`config.mk`:
```
export PLATFORM = sky130hd
export DESIGN_NAME = ex_muldiv
export DESIGN_NICKNAME = d
export VERILOG_FILES = /design/src/rtl/rv32i_types.sv /design/src/rtl/ex_muldiv_div_step.sv /design/src/rtl/ex_muldiv.sv
export SDC_FILE = /design/constraint.sdc
export NUM_CORES = 1
export LEC_CHECK = 0
export ABC_CLOCK_PERIOD_IN_PS = 4900
export CORE_ASPECT_RATIO = 0.75
export CORE_MARGIN = 5
export CORE_UTILIZATION = 56
export DETAILED_ROUTE_END_ITERATION = 12
export PLACE_DENSITY = 0.76
export SYNTH_ARGS = -nofsm -noshare
export SYNTH_HDL_FRONTEND = slang
export SYNTH_SLANG_ARGS = --single-unit
```
`constraint.sdc`:
```
create_clock -name clk -period 4.9 [get_ports clk]
set_input_delay 0.49 -clock clk [delete_from_list [all_inputs] [get_ports clk]]
set_output_delay 0.49 -clock clk [all_outputs]
set_load 0.1 [all_outputs]
```
`src/rtl/rv32i_types.sv`:
```
// Shared RV32M types for the iterative multiply/divide unit: funct3 opcodes,
// FSM states and small opcode-classification helpers.
package rv32i_types;

  typedef enum logic [2:0] {
    OP_MUL    = 3'd0,
    OP_MULH   = 3'd1,
    OP_MULHSU = 3'd2,
    OP_MULHU  = 3'd3,
    OP_DIV    = 3'd4,
    OP_DIVU   = 3'd5,
    OP_REM    = 3'd6,
    OP_REMU   = 3'd7
  } muldiv_op_t;

  typedef enum logic [1:0] {
    ST_IDLE = 2'd0,
    ST_CALC = 2'd1,
    ST_DONE = 2'd2
  } muldiv_state_t;

  function automatic logic is_div(input muldiv_op_t op);
    return op[2];
  endfunction

  // funct3 bit 1 selects the remainder within the divide family
  function automatic logic is_rem(input muldiv_op_t op);
    return op[2] & op[1];
  endfunction

  function automatic logic signed_a(input muldiv_op_t op);
    return (op == OP_MULH) || (op == OP_MULHSU) || (op == OP_DIV) || (op == OP_REM);
  endfunction

  function automatic logic signed_b(input muldiv_op_t op);
    return (op == OP_MULH) || (op == OP_DIV) || (op == OP_REM);
  endfunction

endpackage

```
`src/rtl/ex_muldiv_div_step.sv`:
```
// Combinational UNROLL-deep restoring-division step on unsigned magnitudes.
// Quotient bits shift into the LSB of the dividend register as its MSBs are consumed.
module ex_muldiv_div_step #(
  parameter int XLEN   = 32,
  parameter int UNROLL = 1
) (
  input  logic [XLEN-1:0] rem_in,
  input  logic [XLEN-1:0] divisor,
  input  logic [XLEN-1:0] dividend_in,
  output logic [XLEN-1:0] rem_out,
  output logic [XLEN-1:0] dividend_out
);

  logic [XLEN:0] trial;

  always_comb begin
    rem_out      = rem_in;
    dividend_out = dividend_in;
    trial        = '0;
    for (int i = 0; i < UNROLL; i++) begin
      trial        = {rem_out, dividend_out[XLEN-1]};
      dividend_out = {dividend_out[XLEN-2:0], 1'b0};
      if (trial >= {1'b0, divisor}) begin
        trial           = trial - {1'b0, divisor};
        dividend_out[0] = 1'b1;
      end
      rem_out = trial[XLEN-1:0];
    end
  end

endmodule

```
`src/rtl/ex_muldiv.sv`:
```
// Iterative RV32M multiply/divide unit (IDLE/CALC/DONE), UNROLL bits per cycle.
// Optional last-result pair cache enabled by defining MULDIV_PAIR_CACHE_EN.
module ex_muldiv
  import rv32i_types::*;
#(
  parameter int XLEN   = 32,
  parameter int UNROLL = 1
) (
  input  logic            clk,
  input  logic            rst_n,
  input  logic            start,
  input  muldiv_op_t      op,
  input  logic [XLEN-1:0] a,
  input  logic [XLEN-1:0] b,
  input  logic [4:0]      rd_in,
  input  logic            flush,
  output logic            ready,
  output logic            done,
  output logic [XLEN-1:0] result,
  output logic [4:0]      rd_out,
  output muldiv_state_t   dbg_state
);

  // Handshake: an op is taken on a rising edge where start=1, ready=1 and flush=0;
  // done pulses for one cycle with result/rd_out already valid, and flush always wins.
  localparam int N  = XLEN / UNROLL;
  localparam int CW = (N > 1) ? $clog2(N) : 1;
  localparam logic [CW-1:0]   LAST    = CW'(N - 1);
  localparam logic [XLEN-1:0] MIN_NEG = {1'b1, {(XLEN-1){1'b0}}};

  muldiv_state_t state, state_next;

  muldiv_op_t        op_q;
  logic [4:0]        rd_q;
  logic [CW-1:0]     cnt;
  logic [XLEN-1:0]   divisor_q;
  logic [2*XLEN-1:0] prod_q, prod_step, prod_fix;
  logic [XLEN-1:0]   rem_q, rem_step, rem_fix;
  logic [XLEN-1:0]   quo_q, quo_step, quo_fix;
  logic              neg_res, neg_rem;

  logic              accept, last;
  logic              sa, sb;
  logic [XLEN-1:0]   a_mag, b_mag;
  logic              special;
  logic [XLEN-1:0]   spec_hi, spec_lo, spec_res;
  logic [XLEN-1:0]   calc_res;
  logic              hit;
  logic [XLEN-1:0]   hit_res;

  assign accept    = (state == ST_IDLE) && start && !flush;
  assign last      = (cnt == LAST);
  assign ready     = (state == ST_IDLE);
  assign done      = (state == ST_DONE);
  assign dbg_state = state;

  // Operand decode at accept time
  always_comb begin
    sa      = a[XLEN-1] & signed_a(op);
    sb      = b[XLEN-1] & signed_b(op);
    a_mag   = sa ? (~a + 1'b1) : a;
    b_mag   = sb ? (~b + 1'b1) : b;
    special = 1'b0;
    spec_hi = '0;
    spec_lo = '0;
    if (is_div(op) && (b == '0)) begin
      special = 1'b1;
      spec_lo = '1;
      spec_hi = a;
    end else if ((op == OP_DIV || op == OP_REM) && (a == MIN_NEG) && (b == '1)) begin
      special = 1'b1;
      spec_lo = a;
      spec_hi = '0;
    end
    spec_res = is_rem(op) ? spec_hi : spec_lo;
  end

  // Shift-add multiply: low half holds the remaining multiplier bits
  always_comb begin : mul_step
    logic [XLEN:0] sum;
    prod_step = prod_q;
    sum       = '0;
    for (int i = 0; i < UNROLL; i++) begin
      sum       = {1'b0, prod_step[2*XLEN-1:XLEN]} + (prod_step[0] ? {1'b0, divisor_q} : '0);
      prod_step = {sum, prod_step[XLEN-1:1]};
    end
  end

  ex_muldiv_div_step #(
    .XLEN   (XLEN),
    .UNROLL (UNROLL)
  ) u_div_step (
    .rem_in       (rem_q),
    .divisor      (divisor_q),
    .dividend_in  (quo_q),
    .rem_out      (rem_step),
    .dividend_out (quo_step)
  );

  always_comb begin
    prod_fix = neg_res ? (~prod_step + 1'b1) : prod_step;
    quo_fix  = neg_res ? (~quo_step + 1'b1) : quo_step;
    rem_fix  = neg_rem ? (~rem_step + 1'b1) : rem_step;
    if (is_div(op_q))
      calc_res = is_rem(op_q) ? rem_fix : quo_fix;
    else
      calc_res = (op_q == OP_MUL) ? prod_fix[XLEN-1:0] : prod_fix[2*XLEN-1:XLEN];
  end

`ifdef MULDIV_PAIR_CACHE_EN
  logic            c_valid, c_div;
  logic [1:0]      c_cls;
  logic [XLEN-1:0] c_a, c_b, c_hi, c_lo;
  logic [XLEN-1:0] a_q, b_q;

  assign hit = c_valid && (c_div == is_div(op)) && (c_a == a) && (c_b == b)
            && (c_cls == {signed_a(op), signed_b(op)});

  // Divide family stores remainder/quotient in hi/lo; MUL shares lo with MULHU's pair
  always_comb begin
    if (is_div(op))
      hit_res = is_rem(op) ? c_hi : c_lo;
    else
      hit_res = (op == OP_MUL) ? c_lo : c_hi;
  end

  always_ff @(posedge clk or negedge rst_n) begin
    if (!rst_n) begin
      c_valid <= 1'b0;
      c_div   <= 1'b0;
      c_cls   <= '0;
      c_a     <= '0;
      c_b     <= '0;
      c_hi    <= '0;
      c_lo    <= '0;
      a_q     <= '0;
      b_q     <= '0;
    end else if (flush) begin
      c_valid <= 1'b0;
    end else if (accept) begin
      a_q <= a;
      b_q <= b;
      if (special) begin
        c_valid <= 1'b1;
        c_div   <= 1'b1;
        c_cls   <= {signed_a(op), signed_b(op)};
        c_a     <= a;
        c_b     <= b;
        c_hi    <= spec_hi;
        c_lo    <= spec_lo;
      end
    end else if (state == ST_CALC && last) begin
      c_valid <= 1'b1;
      c_div   <= is_div(op_q);
      c_cls   <= {signed_a(op_q), signed_b(op_q)};
      c_a     <= a_q;
      c_b     <= b_q;
      c_hi    <= is_div(op_q) ? rem_fix : prod_fix[2*XLEN-1:XLEN];
      c_lo    <= is_div(op_q) ? quo_fix : prod_fix[XLEN-1:0];
    end
  end
`else
  assign hit     = 1'b0;
  assign hit_res = '0;
`endif

  always_ff @(posedge clk or negedge rst_n) begin
    if (!rst_n) state <= ST_IDLE;
    else        state <= state_next;
  end

  always_comb begin
    state_next = state;
    case (state)
      ST_IDLE: if (accept) state_next = (special || hit) ? ST_DONE : ST_CALC;
      ST_CALC: if (last) state_next = ST_DONE;
      ST_DONE: state_next = ST_IDLE;
      default: state_next = ST_IDLE;
    endcase
    if (flush) state_next = ST_IDLE;
  end

  always_ff @(posedge clk or negedge rst_n) begin
    if (!rst_n) begin
      op_q      <= OP_MUL;
      rd_q      <= '0;
      cnt       <= '0;
      divisor_q <= '0;
      prod_q    <= '0;
      rem_q     <= '0;
      quo_q     <= '0;
      neg_res   <= 1'b0;
      neg_rem   <= 1'b0;
      result    <= '0;
      rd_out    <= '0;
    end else if (accept) begin
      op_q      <= op;
      rd_q      <= rd_in;
      cnt       <= '0;
      divisor_q <= b_mag;
      prod_q    <= {{XLEN{1'b0}}, a_mag};
      rem_q     <= '0;
      quo_q     <= a_mag;
      neg_res   <= sa ^ sb;
      neg_rem   <= sa;
      if (special) begin
        result <= spec_res;
        rd_out <= rd_in;
      end else if (hit) begin
        result <= hit_res;
        rd_out <= rd_in;
      end
    end else if (state == ST_CALC && !flush) begin
      cnt    <= cnt + 1'b1;
      prod_q <= prod_step;
      rem_q  <= rem_step;
      quo_q  <= quo_step;
      if (last) begin
        result <= calc_res;
        rd_out <= rd_q;
      end
    end
  end

endmodule

```
==> impl_metrics.yaml <==
floorplan:
  fp.dieW_um: 221
  die_h_um: 168
  num_io_pins: 117
  die_area_um2: 37100
  initial_core_util_pct: 57.2
  design.core.area_um2: 32600
  num_rows: 57
global_routing:
  gr-total-overflow: 0
  antenna_found_initial: 2
  grt_pass1_wl_um: 112000
  grt_pass1_vias: 18518
  grt_usage_pct: 38.1
  grt_max_degree: 111
synth:
  synth_cells: 2391
  synth_fa_ha_area_share_pct: 5.05
  synth_top_family_by_area: "compound AO/OA/AOI/OAI gates"
  synth-seq-cells: 214
  synthXorXnorAreaFrac_pct: 10.1
  syn_area_um2: 18600
  syn-num-nets: 2541
  ys.warnings.count: 0
  synthSimpleGateAreaFrac_pct: 21.2
  synth_edf_count: 0
  synth_top_flop_cell: "dfrtp_1"
  ys_types: 81
  async_reset_ff_share_pct: 100
  synth_mux_area_share_pct: 1.61
  postSynthAreaPerCell_um2: 7.79
  yosysSeqAreaShare_pct: 28.7
  synth_compound_area_share_pct: 29.0
sta:
  min_period_over_period_pct: 97.7
  slew_viol_final: 0
  post-route-min-period_ns: 4.79
  rsz0062_at_grt: "yes"
  fmax_mhz: 209
  hold_violations: 3
  fin_hold_ws_ns: -0.0354
  slew_headroom_pct: 21.5
  finClkSkew_ns: 0.0215
  setup_viol: 0
  tightest_slew_ns: 1.17
layout:
  drive_gt1_share_pct: 7.65
  mostFrequentLayoutCells: "nand2_1 (270), o21ai_0 (256), dfrtp_1 (213)"
  syn_to_final_growth_pct: 15.3
  multi_input_area_um2: 12600
  diodes: 0
  layout.nets: 2632
  mostFrequentLayoutCell: "nand2_1"
  regArea_um2: 5360
  n_fill_cell: 2842
  stdcell_count: 2940
critical_path:
  cp_common_cell: "and4_1"
  startpoint_type: "flop"
  endpoint_kind: "flop"
  cpLargestDelayFamily: "compound AO/OA/AOI/OAI gates"
  cp.required_ns: 5.31
  arrival_ns: 5.20
  slowest_stage: "or4_1"
  critPathBufInv: 3
  slowest_delay_ns: 0.70
  crit_fanout: 10
  worstSetupPathType: "flop to flop"
  cp_cell_sequence: "inv_1, ha_1, and4_1, and4_1, a32o_1, buf_4, o21a_1, buf_12, or4_1, o31ai_1, xnor2_1, a2111oi_0, o221ai_1, a311oi_1, a21oi_1"
power:
  p_int_w: 0.00477
  seqPwrFrac_pct: 28.5
  cellLeakagePower_nw: 8.79
  combPwrFrac_pct: 50.1
  pwr-share-clk_pct: 21.4
  p_sw_share_pct: 46.0
  p_switching_w: 0.00406
  power_density_nw_per_um2: 411
  vdd_ir_drop_max_mv: 0.360
place:
  dpl.hpwl_um: 55600
  place_inst: 2898
  io_buffer_count: 116
  gp_congestion: 1.02
hold_path:
  hold_path_class: "input port to asynchronous set/reset pin"
route:
  vias: 20041
  drtIter0Drc: 3160
  wl_per_cell_um: 24.9
  dr.pass1.iters: 10
  ant_nets: 0
  vias_per_cell: 6.82
  wirelength_um: 73100
  drcViolationCount: 0
status:
  violations: "negative hold slack"
  outcome: "finished, violations left"
clocking:
  clockBufferDepth: 3
  clkTransAtPathRegs_ns: 0.08
  cts_hold_repair.buffers: 0
  cts_buffers: 24
  clkSinkCount: 214
  clockRootBuffer: "clkbuf_16"
  post-cts-setup-buffers: 0
  htree_levels: 1
  clock_latency_ns: 0.55
  cts_tree: "built"
run:
  cap_viol_max_count: 0
-- flip-flops by register name, indices dropped and copies added, names as in the netlist --
signal / count
rd_q: 5
dbg_state: 2
op_q: 3
rem_q: 32
rd_out: 5
divisor_q: 32
cnt: 5
neg_res: 1
quo_q: 32
prod_q: 64
neg_rem: 1
result: 32
-- Yosys cell counts, types with 19 or more instances --
master / n / area (um^2)
nand3_1: 35 / 175
or3_1: 19 / 119
o31ai_1: 41 / 308
clkbuf_1: 123 / 462
nand4_1: 31 / 194
and3_1: 20 / 125
o41ai_1: 22 / 193
mux2i_1: 21 / 210
o21ai_0: 257 / 1290
nor2_1: 163 / 612
dfrtp_1: 214 / 5360
a22oi_1: 36 / 270
xor2_1: 87 / 762
a21o_1: 23 / 173
a31oi_1: 25 / 156
nand2b_1: 20 / 125
and2_1: 73 / 457
inv_1: 64 / 240
nor3_1: 52 / 260
a211oi_1: 46 / 345
o211ai_1: 40 / 300
nand2_1: 271 / 1020
buf_1: 19 / 71.3
ha_1: 72 / 901
a22o_1: 24 / 210
o21a_1: 21 / 158
xnor2_1: 127 / 1110
a21oi_1: 200 / 1000
nor4_1: 29 / 181
-- cell families after synthesis --
kind of cell	after synthesis
AO/OA/AOI/OAI	850
XOR/XNOR	214
adder cells (fa/ha/maj)	74
buffers and inverters	214
flip-flops	214
multiplexers	29
AND/OR/NAND/NOR	796
-- routing by layer --
metal	global-route usage [%]	wire length (um)	up-vias
met1	56.6	31000	9620
met2	55.9	31000	1281
met3	9.35	8750	168
met4	9.41	2300	4
li1	-	-	8968
met5	0	27	-
-- per-stage QoR --
| step | utilization [%] | area (um^2) | power (W) | setup slack [ns] | setup TNS [ns] |
|---|---|---|---|---|---|
| 6_report | 65.9 | 21500 | 0.00883 | 0.114 | 0 |
| 5_1_grt | 65.9 | 21500 | 0.00924 | -0.0150 | -0.0150 |
| 4_1_cts | 65.7 | 21400 | 0.00863 | 0.0660 | 0 |
| 3_5_place_dp | 63.2 | 20600 | 0.00673 | -0.0458 | -0.0458 |
| 3_3_place_gp | 63.2 | 20600 | 0.00665 | -0.00766 | -0.00766 |
| 2_1_floorplan | - | 18600 | 0.00518 | 0.147 | 0 |
-- path summary, 6_finish.rpt --
path,depth (start not counted),to,from,slack [ns]
setup reg to reg,15,result[31],divisor_q[24],0.11
max in group asynchronous,2,rd_out[1],rst_n,3.62
min in group clk,2,rd_q[4],rd_q[4],0.47
hold / removal,1,rem_q[4],rst_n,-0.04
hold reg to reg,2,rd_q[4],rd_q[4],0.47
setup / recovery,15,result[31],divisor_q[24],0.11
-- power by group through the flow --
stage	registers, W	clock network, W	logic [W]
2_1_floorplan	0.00237	0	0.00282
5_1_grt	0.00255	0.00198	0.00471
3_5_place_dp	0.00252	0	0.00421
4_1_cts	0.00249	0.00190	0.00424
3_3_place_gp	0.00250	0	0.00415
6_report	0.00252	0.00189	0.00442
-- cell type report --
| cell class | count | area share [%] |
|---|---|---|
| well taps | 442 | 2.57 |
| inverters | 67 | 1.17 |
| clock inverters | 13 | 0.664 |
| clock buffers | 29 | 3.12 |
| flip-flops and latches | 214 | 24.9 |
| multi-input cells | 1963 | 58.5 |
| repair buffers | 212 | 9.07 |
-- timing repair --
item	CTS	global route
gates resized for setup	1	13
endpoints found under the setup margin	1	9
endpoints found under the hold margin	0	0
(Power assumes the default switching activity.)
